File: src/rtl/decode_ctrl_stage.sv
// decode_ctrl_stage
//   Registered ID-stage control decoder for the 5-stage RV32I pipeline. It decodes
//   opcode/funct3/funct7 into a control bundle and holds it in a one-entry output
//   register. Around that register it provides a valid/ready handshake, load-use
//   hazard bubbles, flush, and a saturating count of illegal instructions.
// Parameters
//   EN_MULDIV  1: OP with funct7=0000001 decodes as MULDIV; 0: that encoding is illegal
//   ILL_CNT_W  width of the illegal-instruction counter
// Ports
//   clk, rst                 clock, synchronous active-high reset
//   in_valid/in_ready        handshake with the IF/ID register; instr is the word offered
//   flush                    redirect: kills the held bundle and the incoming instr
//   ex_mem_read, ex_rd       load-in-EX information for load-use detection
//   out_valid/out_ready      handshake with the ID/EX register (out_valid=0 is a bubble)
//   reg_write..jalr          registered control bundle
//   illegal                  held instr is illegal (all other controls are 0)
//   ill_count                saturating count of accepted illegal instrs
module decode_ctrl_stage #(
  parameter bit          EN_MULDIV = 1'b0,
  parameter int unsigned ILL_CNT_W = 8
) (
  input  logic                 clk,
  input  logic                 rst,
  input  logic                 in_valid,
  output logic                 in_ready,
  input  logic [31:0]          instr,
  input  logic                 flush,
  input  logic                 ex_mem_read,
  input  logic [4:0]           ex_rd,
  output logic                 out_valid,
  input  logic                 out_ready,
  output logic                 reg_write,
  output logic                 mem_write,
  output logic                 mem_read,
  output logic                 alu_src,
  output logic [1:0]           result_src,
  output logic [2:0]           branch,
  output logic [2:0]           imm_src,
  output logic [1:0]           alu_op,
  output logic                 jalr,
  output logic                 illegal,
  output logic [ILL_CNT_W-1:0] ill_count
);

  localparam logic [6:0] OPC_LOAD   = 7'b0000011;
  localparam logic [6:0] OPC_STORE  = 7'b0100011;
  localparam logic [6:0] OPC_OP     = 7'b0110011;
  localparam logic [6:0] OPC_OPIMM  = 7'b0010011;
  localparam logic [6:0] OPC_BRANCH = 7'b1100011;
  localparam logic [6:0] OPC_JAL    = 7'b1101111;
  localparam logic [6:0] OPC_JALR   = 7'b1100111;
  localparam logic [6:0] OPC_LUI    = 7'b0110111;

  typedef struct packed {
    logic       regWrite;
    logic       memWrite;
    logic       memRead;
    logic       aluSrc;
    logic [1:0] resultSrc;
    logic [2:0] branch;
    logic [2:0] immSrc;
    logic [1:0] aluOp;
    logic       jalr;
    logic       illegal;
  } ctrl_t;

  logic [6:0] opcode;
  logic [2:0] funct3;
  logic [6:0] funct7;
  logic [4:0] rs1;
  logic [4:0] rs2;
  ctrl_t      dec;
  ctrl_t      held;
  logic       rs1Used;
  logic       rs2Used;
  logic       hazard;
  logic       regFree;
  logic       accept;

  assign opcode = instr[6:0];
  assign funct3 = instr[14:12];
  assign funct7 = instr[31:25];
  assign rs1    = instr[19:15];
  assign rs2    = instr[24:20];

  always_comb begin
    dec     = '0;
    rs1Used = 1'b0;
    rs2Used = 1'b0;
    case (opcode)
      OPC_LOAD: begin
        rs1Used       = 1'b1;
        dec.regWrite  = 1'b1;
        dec.memRead   = 1'b1;
        dec.aluSrc    = 1'b1;
        dec.resultSrc = 2'd1;
      end
      OPC_STORE: begin
        rs1Used      = 1'b1;
        rs2Used      = 1'b1;
        dec.memWrite = 1'b1;
        dec.aluSrc   = 1'b1;
        dec.immSrc   = 3'd1;
      end
      OPC_OP: begin
        rs1Used = 1'b1;
        rs2Used = 1'b1;
        if (funct7 == 7'h00 || (funct7 == 7'h20 && (funct3 == 3'b000 || funct3 == 3'b101))) begin
          dec.regWrite = 1'b1;
          dec.aluOp    = 2'd2;
        end else if (funct7 == 7'h01 && EN_MULDIV == 1'b1) begin
          dec.regWrite = 1'b1;
          dec.aluOp    = 2'd3;
        end else begin
          dec.illegal = 1'b1;
        end
      end
      OPC_OPIMM: begin
        rs1Used      = 1'b1;
        dec.regWrite = 1'b1;
        dec.aluSrc   = 1'b1;
        dec.aluOp    = 2'd2;
      end
      OPC_BRANCH: begin
        rs1Used    = 1'b1;
        rs2Used    = 1'b1;
        dec.aluOp  = 2'd1;
        dec.immSrc = 3'd2;
        case (funct3)
          3'b000:  dec.branch = 3'd1;
          3'b001:  dec.branch = 3'd2;
          3'b100:  dec.branch = 3'd3;
          3'b101:  dec.branch = 3'd4;
          3'b110:  dec.branch = 3'd5;
          3'b111:  dec.branch = 3'd6;
          default: dec.illegal = 1'b1;
        endcase
      end
      OPC_JAL: begin
        dec.regWrite  = 1'b1;
        dec.resultSrc = 2'd2;
        dec.branch    = 3'd7;
        dec.immSrc    = 3'd4;
      end
      OPC_JALR: begin
        rs1Used = 1'b1;
        if (funct3 == 3'b000) begin
          dec.regWrite  = 1'b1;
          dec.resultSrc = 2'd2;
          dec.branch    = 3'd7;
          dec.jalr      = 1'b1;
          dec.aluSrc    = 1'b1;
        end else begin
          dec.illegal = 1'b1;
        end
      end
      OPC_LUI: begin
        dec.regWrite  = 1'b1;
        dec.resultSrc = 2'd3;
        dec.immSrc    = 3'd3;
      end
      default: dec.illegal = 1'b1;
    endcase
    // An illegal instr carries only the illegal flag downstream.
    if (dec.illegal) begin
      dec         = '0;
      dec.illegal = 1'b1;
    end
  end

  assign hazard  = in_valid && ex_mem_read && (ex_rd != 5'd0) &&
                   ((ex_rd == rs1 && rs1Used) || (ex_rd == rs2 && rs2Used));
  assign regFree = !out_valid || out_ready;
  // Flush raises in_ready so IF/ID can drain; the word itself is discarded.
  assign in_ready = flush ? 1'b1 : (regFree && !hazard);
  assign accept   = in_valid && in_ready && !flush;

  always_ff @(posedge clk) begin
    if (rst) begin
      out_valid <= 1'b0;
      held      <= '0;
      ill_count <= '0;
    end else if (flush) begin
      out_valid <= 1'b0;
      held      <= '0;
    end else if (regFree) begin
      if (accept) begin
        out_valid <= 1'b1;
        held      <= dec;
        if (dec.illegal && ill_count != '1) begin
          ill_count <= ill_count + ILL_CNT_W'(1);
        end
      end else begin
        out_valid <= 1'b0;
        held      <= '0;
      end
    end
  end

  assign reg_write  = held.regWrite;
  assign mem_write  = held.memWrite;
  assign mem_read   = held.memRead;
  assign alu_src    = held.aluSrc;
  assign result_src = held.resultSrc;
  assign branch     = held.branch;
  assign imm_src    = held.immSrc;
  assign alu_op     = held.aluOp;
  assign jalr       = held.jalr;
  assign illegal    = held.illegal;

endmodule
File: config.mk
export PLATFORM = sky130hd
export DESIGN_NAME = decode_ctrl_stage
export DESIGN_NICKNAME = d
export VERILOG_FILES = /design/src/rtl/decode_ctrl_stage.sv
export SDC_FILE = /design/constraint.sdc
export NUM_CORES = 1
export LEC_CHECK = 0
export CAP_MARGIN = 20
export CORE_ASPECT_RATIO = 1.25
export CORE_UTILIZATION = 46
export CTS_CLUSTER_SIZE = 30
export DETAILED_ROUTE_END_ITERATION = 7
export PLACE_DENSITY_LB_ADDON = 0.3
export SLEW_MARGIN = 20
export SYNTH_ARGS = -nofsm -noshare
export SYNTH_HDL_FRONTEND = slang
export SYNTH_SLANG_ARGS = --single-unit
File: constraint.sdc
create_clock -name clk -period 3.2 [get_ports clk]
set_clock_uncertainty 0.2 [all_clocks]
set_input_delay 0.48 -clock clk [delete_from_list [all_inputs] [get_ports clk]]
set_output_delay 0.48 -clock clk [all_outputs]
set_load 0.05 [all_outputs]
* Yosys cells after proc, flatten, opt, wreduce, memory -nomap -nowiden
Index checks and enable logic that the tools add are counted.
** Word-level totals
- Output and inout bits :: 26
- Flip-flop bits (word level) :: 25
** Operators by class
- Multiplexer cells :: 24
- Add/sub/neg operators :: 1
- Bitwise gates (word level) :: 1
- Reduce and logical (&&, ||, !) cells :: 28
- Equality and inequality tests :: 17
** Operator list (number)
- $mux 16 :: 2
- $eq 7x6->1 const B :: 4
- $eq 7x7->1 const B :: 3
- $pmux 3 s6 :: 1
- $eq 3x3->1 const B :: 4
- $mux 1 :: 12
- $pmux 3 s4 :: 1
- $reduce_or 6->1 :: 2
- $eq 5x5->1 :: 2
- $logic_and 1x1->1 :: 10
- $pmux 3 s3 :: 1
- $add 8x1->8 const B :: 1
- $ne 8x8->1 const B :: 1
- $pmux 2 s4 :: 1
- $eq 7x2->1 const B :: 1
- $eq 7x5->1 const B :: 1
- $logic_not 7->1 :: 1
- $mux 6 :: 1
- $pmux 2 s3 :: 1
- $reduce_or 3->1 :: 2
- $reduce_bool 5->1 :: 1
- $reduce_or 5->1 :: 1
- $logic_or 1x1->1 :: 4
- $pmux 1 s4 :: 1
- other kinds (10) :: 12

* Depth between registers and ports, before layout
Gate-level depths: netlist (run 1).
- Depth after elaboration :: 12
- Gate-level depth with buffers :: 8
- Depth with buffers taken out :: 6

* Worst setup path before layout (run 1)
OpenSTA, ideal clock, no wires.
- Kind :: input to output
- From :: input ex_rd[0]
- To :: output in_ready
- Stages :: 5
- Buffers on the path :: 0
- Slack :: 431 ps
- Data arrival time :: 2089 ps
- Cells stage by stage :: or3_1 o311a_4 nand4_4 nand2_1 o21bai_1
** Between the ends
- Cells in the longest elaborated chain, start to end :: 7
** RTL lines
- start: declaration :: line 29 : input logic [4:0] ex_rd,
- $eq 5x5->1 :: line 172 : ((ex_rd == rs1 && rs1Used) || (ex_rd == rs2 && rs2Used));
- $logic_and 1x1->1 :: line 172
- $logic_or 1x1->1 :: line 172
- $logic_and 1x1->1 * :: line 171 : assign hazard = in_valid && ex_mem_read && (ex_rd != 5'd0) &&
- $logic_not 1->1 * :: line 175 : assign in_ready = flush ? 1'b1 : (regFree && !hazard);
- $logic_and 1x1->1 * :: line 175
- $mux 1 * :: line 175
- end: declaration :: line 25 : output logic in_ready,
Mark *: on every way between the ends. The rest lies on a longest branch, timed or not.

* Final worst setup path (run 1)
Same ends and word-level chain as after synthesis.

==> impl_metrics.ini, run 1 <==
[status]
status = finished clean

[floorplanning]
start_util = 0.495
fp-row-count = 23
dieArea_sq_mm = 0.00380
io-pin-count = 69
coreArea_sq_mm = 0.00331
die_h_microns = 68.7
die_x_microns = 55.4

[pwr]
leakage_nw = 0.845
ir_drop_v = 0.000246
pwr_density_cell_mw_per_mm2 = 278

[clock_tree]
h-tree-depth = 1
clock_path_buffers = 2
cts_num_sinks = 25
cts_tree = yes
holdBufCountCts = 0
post_cts_buffers = 0
cts-buffers-inserted = 3
cts_resized = 0
clockRootBuffer = clkbuf_8
clock_latency_ns = 0.27
path_clk_slew_ns = 0.09

[logic_synthesis]
yosys.area_share.xor_xnor = 0.0696
netlist_area_sq_mm = 0.00164
yosys_warnings = 0
synth_compound_area_frac = 0.185
synthFlopType = dfxtp_1
yosysSeqAreaShare = 0.306
synth_top_family_by_area = simple AND/OR/NAND/NOR gates
synth-async-reset-ratio = 0
synthCells = 199
synth-edff-count = 0
synth_cell_types = 52
synthAdderAreaFrac = 0.00765
synth_simple_gate_area_frac = 0.336
ys_seq_elements = 25
synth_fp_nets = 243
syn_area_per_cell_sq_um = 8.22
synthMuxAreaShare = 0.0474

[global_route]
antenna_found_initial = 0
grt.total_usage = 0.222
grt_pass1_wl_mm = 6.82
gr-total-overflow = 0
grt_start_max_net_pins = 19
first_global_vias = 1597

[min_path]
min_path_type = register to register
holdPathStages = 2
hold_end = alu_op[0]
hold_start = alu_op[0]

[sta]
grt_setup_unrepaired = false
finalSetupViolations = 0
maxSlewViolCount = 0
timing.fmax_mhz = 338
setup_tns_ns = 0
worst_pin_slew_ns = 0.545
slew_headroom = 0.635
post-route-period-util = 0.924
fin_crit_ns = 2.96
hold_viol_final = 0
worst_hold_slack_ns = 0.255

[setup_path]
critPathTopFamily = buffers and inverters
end_kind = primary output
cp_num_buf_inv = 2
crit_type = primary input to primary output
r2r_slack_ns = 1.22
reg2reg_from = ill_count[3]
r2r.worst_path.cells = 6
path_cells = clkdlybuf4s50_1, or3_1, o311a_4, nand4_4, nand2_1, o21bai_1, buf_4
crit_required_ns = 2.52
crit_fanout = 5
r2r-end = ill_count[5]
slowest_delay_ns = 0.46
cp-start-kind = primary input
crit_arrival_ns = 2.28
cpMaxStageDelayCell = clkdlybuf4s50_1

[routing]
routed_wl_mm = 3.97
dr.pass1.iters = 4
drc = 0
drtAntennaViolNets = 0
avgViaCountPerCell = 5.54
post_drt_wl_per_cell_microns = 13.4
dr.first_iter.drc_count = 60
num_vias = 1646

[placed_design]
gp_congestion = 0.827
dp_hpwl_mm = 3.15
port_buffers = 63

[cells_and_area]
drive_gt1_frac = 0.0808
layout.nets = 305
nFillCells = 279
diodes = 0
areaGrowthSynthToFinish_pct = 42.8

[run]
max_cap_violations = 0
## sequential cells by signal, summed over array words and instances (netlist names)
name / flops
jalr: 1
alu_op: 2
branch: 3
alu_src: 1
mem_read: 1
ill_count: 8
out_valid: 1
imm_src: 3
reg_write: 1
mem_write: 1
illegal: 1
result_src: 2
## logic make-up (layout without fill, tap and decap cells)
family,Yosys count,after routing
xor gates and xnor gates,13,13
DFF,25,25
AOI/OAI and AO/OA,41,41
adders and majority gates,1,1
buffers and inverters,15,76
muxes,7,7
and+or+nand+nor,97,97
## where the power goes
part           leakage (nW)  internal (mW)  switching, mW
registers             0.202          0.313        0.00223
logic                 0.622         0.0733         0.0677
clock network        0.0217         0.0882          0.105
## tightest hold or removal path: cells and delay by family (launching register included)
kind	cells	cell delay, ns
AND/OR/NAND/NOR	1	0.05
flip-flops	1	0.32
AO/OA/AOI/OAI	1	0.05
## layer usage
layer,vias to the layer above,GRT usage,part of all wire
li1,838,-,-
met1,759,0.232,0.41
met2,41,0.458,0.54
met3,8,0.0280,0.033
met4,0,0.0781,0.017
met5,-,0,0
## cells in the final DEF (no fill, tap or decap), types with 2 or more instances in the layout
| cell type | synthesis | routed |
|---|---|---|
| o21ai_0 | 7 | 7 |
| nand3_4 | 2 | 2 |
| dfxtp_1 | 25 | 25 |
| o31ai_1 | 2 | 2 |
| nand2_1 | 19 | 19 |
| clkdlybuf4s50_1 | 0 | 62 |
| nor4_1 | 3 | 3 |
| nor2b_1 | 8 | 8 |
| inv_1 | 3 | 3 |
| a32oi_1 | 6 | 6 |
| xor2_1 | 12 | 12 |
| o22ai_1 | 2 | 2 |
| nand3b_1 | 2 | 2 |
| and3_1 | 2 | 2 |
| a21oi_1 | 7 | 7 |
| and4b_1 | 2 | 2 |
| buf_4 | 1 | 7 |
| a31oi_1 | 2 | 2 |
| nand4_1 | 2 | 2 |
| nand3_1 | 8 | 8 |
| nor3_1 | 5 | 5 |
| mux2_1 | 6 | 6 |
| nor2_1 | 28 | 28 |
| a22oi_1 | 5 | 5 |
| nand2b_1 | 5 | 5 |
| clkbuf_8 | 0 | 3 |
## through the flow
stage | setup slack, ns | area, sq um | power (mW) | cells | util
2_1_floorplan | 0.431 | 1640 | 0.395 | 199 | -
3_3_place_gp | 0.231 | 2290 | 0.462 | 293 | 0.691
3_5_place_dp | 0.213 | 2290 | 0.464 | 293 | 0.691
4_1_cts | 0.218 | 2340 | 0.654 | 297 | 0.706
5_1_grt | 0.113 | 2340 | 0.680 | 297 | 0.706
6_report | 0.243 | 2340 | 0.650 | 297 | 0.706
## final cells by class
| type | instances | area, sq um | share of cell area |
|---|---|---|---|
| tap | 37 | 46.3 | 0.0198 |
| inverter | 3 | 11.3 | 0.00482 |
| timing repair buffer | 69 | 673 | 0.288 |
| clock buffer | 3 | 41.3 | 0.0177 |
| sequential | 25 | 500 | 0.214 |
| multi-input combinational | 159 | 1060 | 0.452 |
| clock inverter | 1 | 7.51 | 0.00321 |
## cells in the mapped netlist (all sizes together), types with 2 or more instances
library cell   n  area, sq um
nor2          28          105
a32oi          6         52.6
a31oi          2         12.5
mux2           6         67.6
o31ai          2         15.0
xor2          12          105
nand3         10         75.1
o21ai          8         40.0
nor4           4         31.3
and3           2         12.5
a21oi          7         35.0
inv            3         11.3
nor3           6         35.0
nand2b         5         31.3
nand3b         2         15.0
dfxtp         25          500
buf            7         48.8
o311a          2         31.3
clkbuf         5         18.8
nand2         19         71.3
and4b          2         20.0
nand4          3         33.8
a22oi          5         37.5
o22ai          2         12.5
nor2b          8         50.1
## how the worst max path moves through the flow
stage               startpoint      endpoint  slack [ns]  cells past startpoint
floorplan             ex_rd[0]      in_ready        0.43                      5
global placement      ex_rd[0]  ill_count[5]        0.23                      7
detailed placement    ex_rd[0]  ill_count[5]        0.21                      7
CTS                   ex_rd[0]      in_ready        0.22                      7
global route          instr[6]      in_ready        0.11                      7
finish                ex_rd[0]      in_ready        0.24                      7
(Power assumes the default switching activity.)
==> inputs of run 2 (changes only) <==
Settings changed: CORE_UTILIZATION 46 to 47, CTS_BUF_LIST from default to sky130_fd_sc_hd__clkbuf_8, SLEW_MARGIN 20 to 25.
==> impl_metrics.ini, run 2 (synthesized netlist as in run 1, its figures left out) <==
[cells_and_area]
nFillCells = 270
layout.nets = 305
regMostFlops = ill_count
areaGrowthSynthToFinish_pct = 42.8
drive_gt1_frac = 0.0808
largest_register_ffs = 8
diodes = 0
finalNonFillerCells = 297
final_util = 0.719
final_cell_mix = clkdlybuf4s50_1, nor2_1, dfxtp_1
multi_input_area_sq_mm = 0.00106
final-seq-area_sq_um = 500
layout_commonest_cell = clkdlybuf4s50_1

[global_route]
grt.total_usage = 0.243
gr-total-overflow = 0
grt_start_max_net_pins = 19
first_global_vias = 1586
antenna_found_initial = 0
grt_pass1_wl_mm = 6.76

[min_path]
hold_end = alu_op[0]
holdPathStages = 2
hold_start = alu_op[0]
min_path_type = register to register

[pwr]
pwr_density_cell_mw_per_mm2 = 279
ir_drop_v = 0.000296
leakage_nw = 0.845

[setup_path]
crit_type = primary input to primary output
r2r.worst_path.cells = 6
cp-start-kind = primary input
crit_required_ns = 2.52
end_kind = primary output
crit_arrival_ns = 2.23
reg2reg_from = ill_count[0]
crit_fanout = 5
r2r_slack_ns = 1.18
r2r-end = ill_count[5]

[sta]
timing.fmax_mhz = 344
setup_tns_ns = 0
slew_headroom = 0.662
worst_hold_slack_ns = 0.257
post-route-period-util = 0.908
worst_pin_slew_ns = 0.505
maxSlewViolCount = 0
grt_setup_unrepaired = false
fin_crit_ns = 2.91
timing.final.ws_setup_ns = 0.295
finalSetupViolations = 0
hold_viol_final = 0

[routing]
drtAntennaViolNets = 0
dr.first_iter.drc_count = 37
drc = 0
dr.pass1.iters = 4
routed_wl_mm = 4.10
post_drt_wl_per_cell_microns = 13.8
avgViaCountPerCell = 5.54
num_vias = 1645

[clock_tree]
holdBufCountCts = 0
cts-buffers-inserted = 3
post_cts_buffers = 0
cts_tree = yes
path_clk_slew_ns = 0.09
clock_path_buffers = 2
cts_num_sinks = 25
h-tree-depth = 1
clock_latency_ns = 0.27
clockRootBuffer = clkbuf_8
cts_resized = 0

[floorplanning]
io-pin-count = 69
fp-row-count = 23
start_util = 0.503
coreArea_sq_mm = 0.00325
die_h_microns = 68.0
die_x_microns = 54.8
dieArea_sq_mm = 0.00372

[run]
max_cap_violations = 0

[placed_design]
dp_cells = 293
port_buffers = 63
dp_hpwl_mm = 3.25
gp_congestion = 0.809
dpl_worst_slack_ns = 0.161

[status]
status = finished clean
==> run 2: cell counts in the layout (fill, tap and decap cells not counted) <==
Identical to the previous run, type by type.
==> run 2: worst max-delay path by stage <==
stage	end	depth (start not counted)	slack (ns)	start
global placement	ill_count[7]	7	0.22	ex_rd[0]
global route	in_ready	7	0.22	instr[2]
CTS	in_ready	7	0.29	ex_rd[0]
finish	in_ready	7	0.29	ex_rd[0]
detailed placement	ill_count[5]	7	0.16	ex_rd[0]
floorplan	in_ready	5	0.43	ex_rd[0]
==> run 2: area by class of cell <==
class | count | area share
Clock inverter | 1 | 0.00321
Sequential cell | 25 | 0.214
Timing Repair Buffer | 69 | 0.288
Tap cell | 37 | 0.0198
Clock buffer | 3 | 0.0177
Multi-Input combinational cell | 159 | 0.452
Inverter | 3 | 0.00482
==> run 2: critical path, cell delays in order <==
cell and delay, ns:
clkdlybuf4s50_1 0.46, or3_1 0.43, o311a_4 0.36, nand4_4 0.10
nand2_1 0.06, o21bai_1 0.12, buf_4 0.21
==> run 2: power breakdown <==
group	internal (mW)	switching, mW	leakage [nW]	total [mW]
clock network	0.0882	0.108	0.0217	0.196
logic	0.0732	0.0685	0.622	0.142
registers	0.313	0.00223	0.202	0.315
==> run 2: metrics by stage <==
step / instance area (sq um) / total power, mW
final: 2340 / 0.653
after global placement: 2290 / 0.462
after global routing: 2340 / 0.682
after CTS: 2340 / 0.657
after floorplan: 1640 / 0.395
after detailed placement: 2290 / 0.464
==> run 2: per-layer routing <==
layer,share of wire,track usage
met1,0.41,0.277
met2,0.55,0.455
met3,0.033,0.0311
met4,0.0083,0.0673
met5,0,0
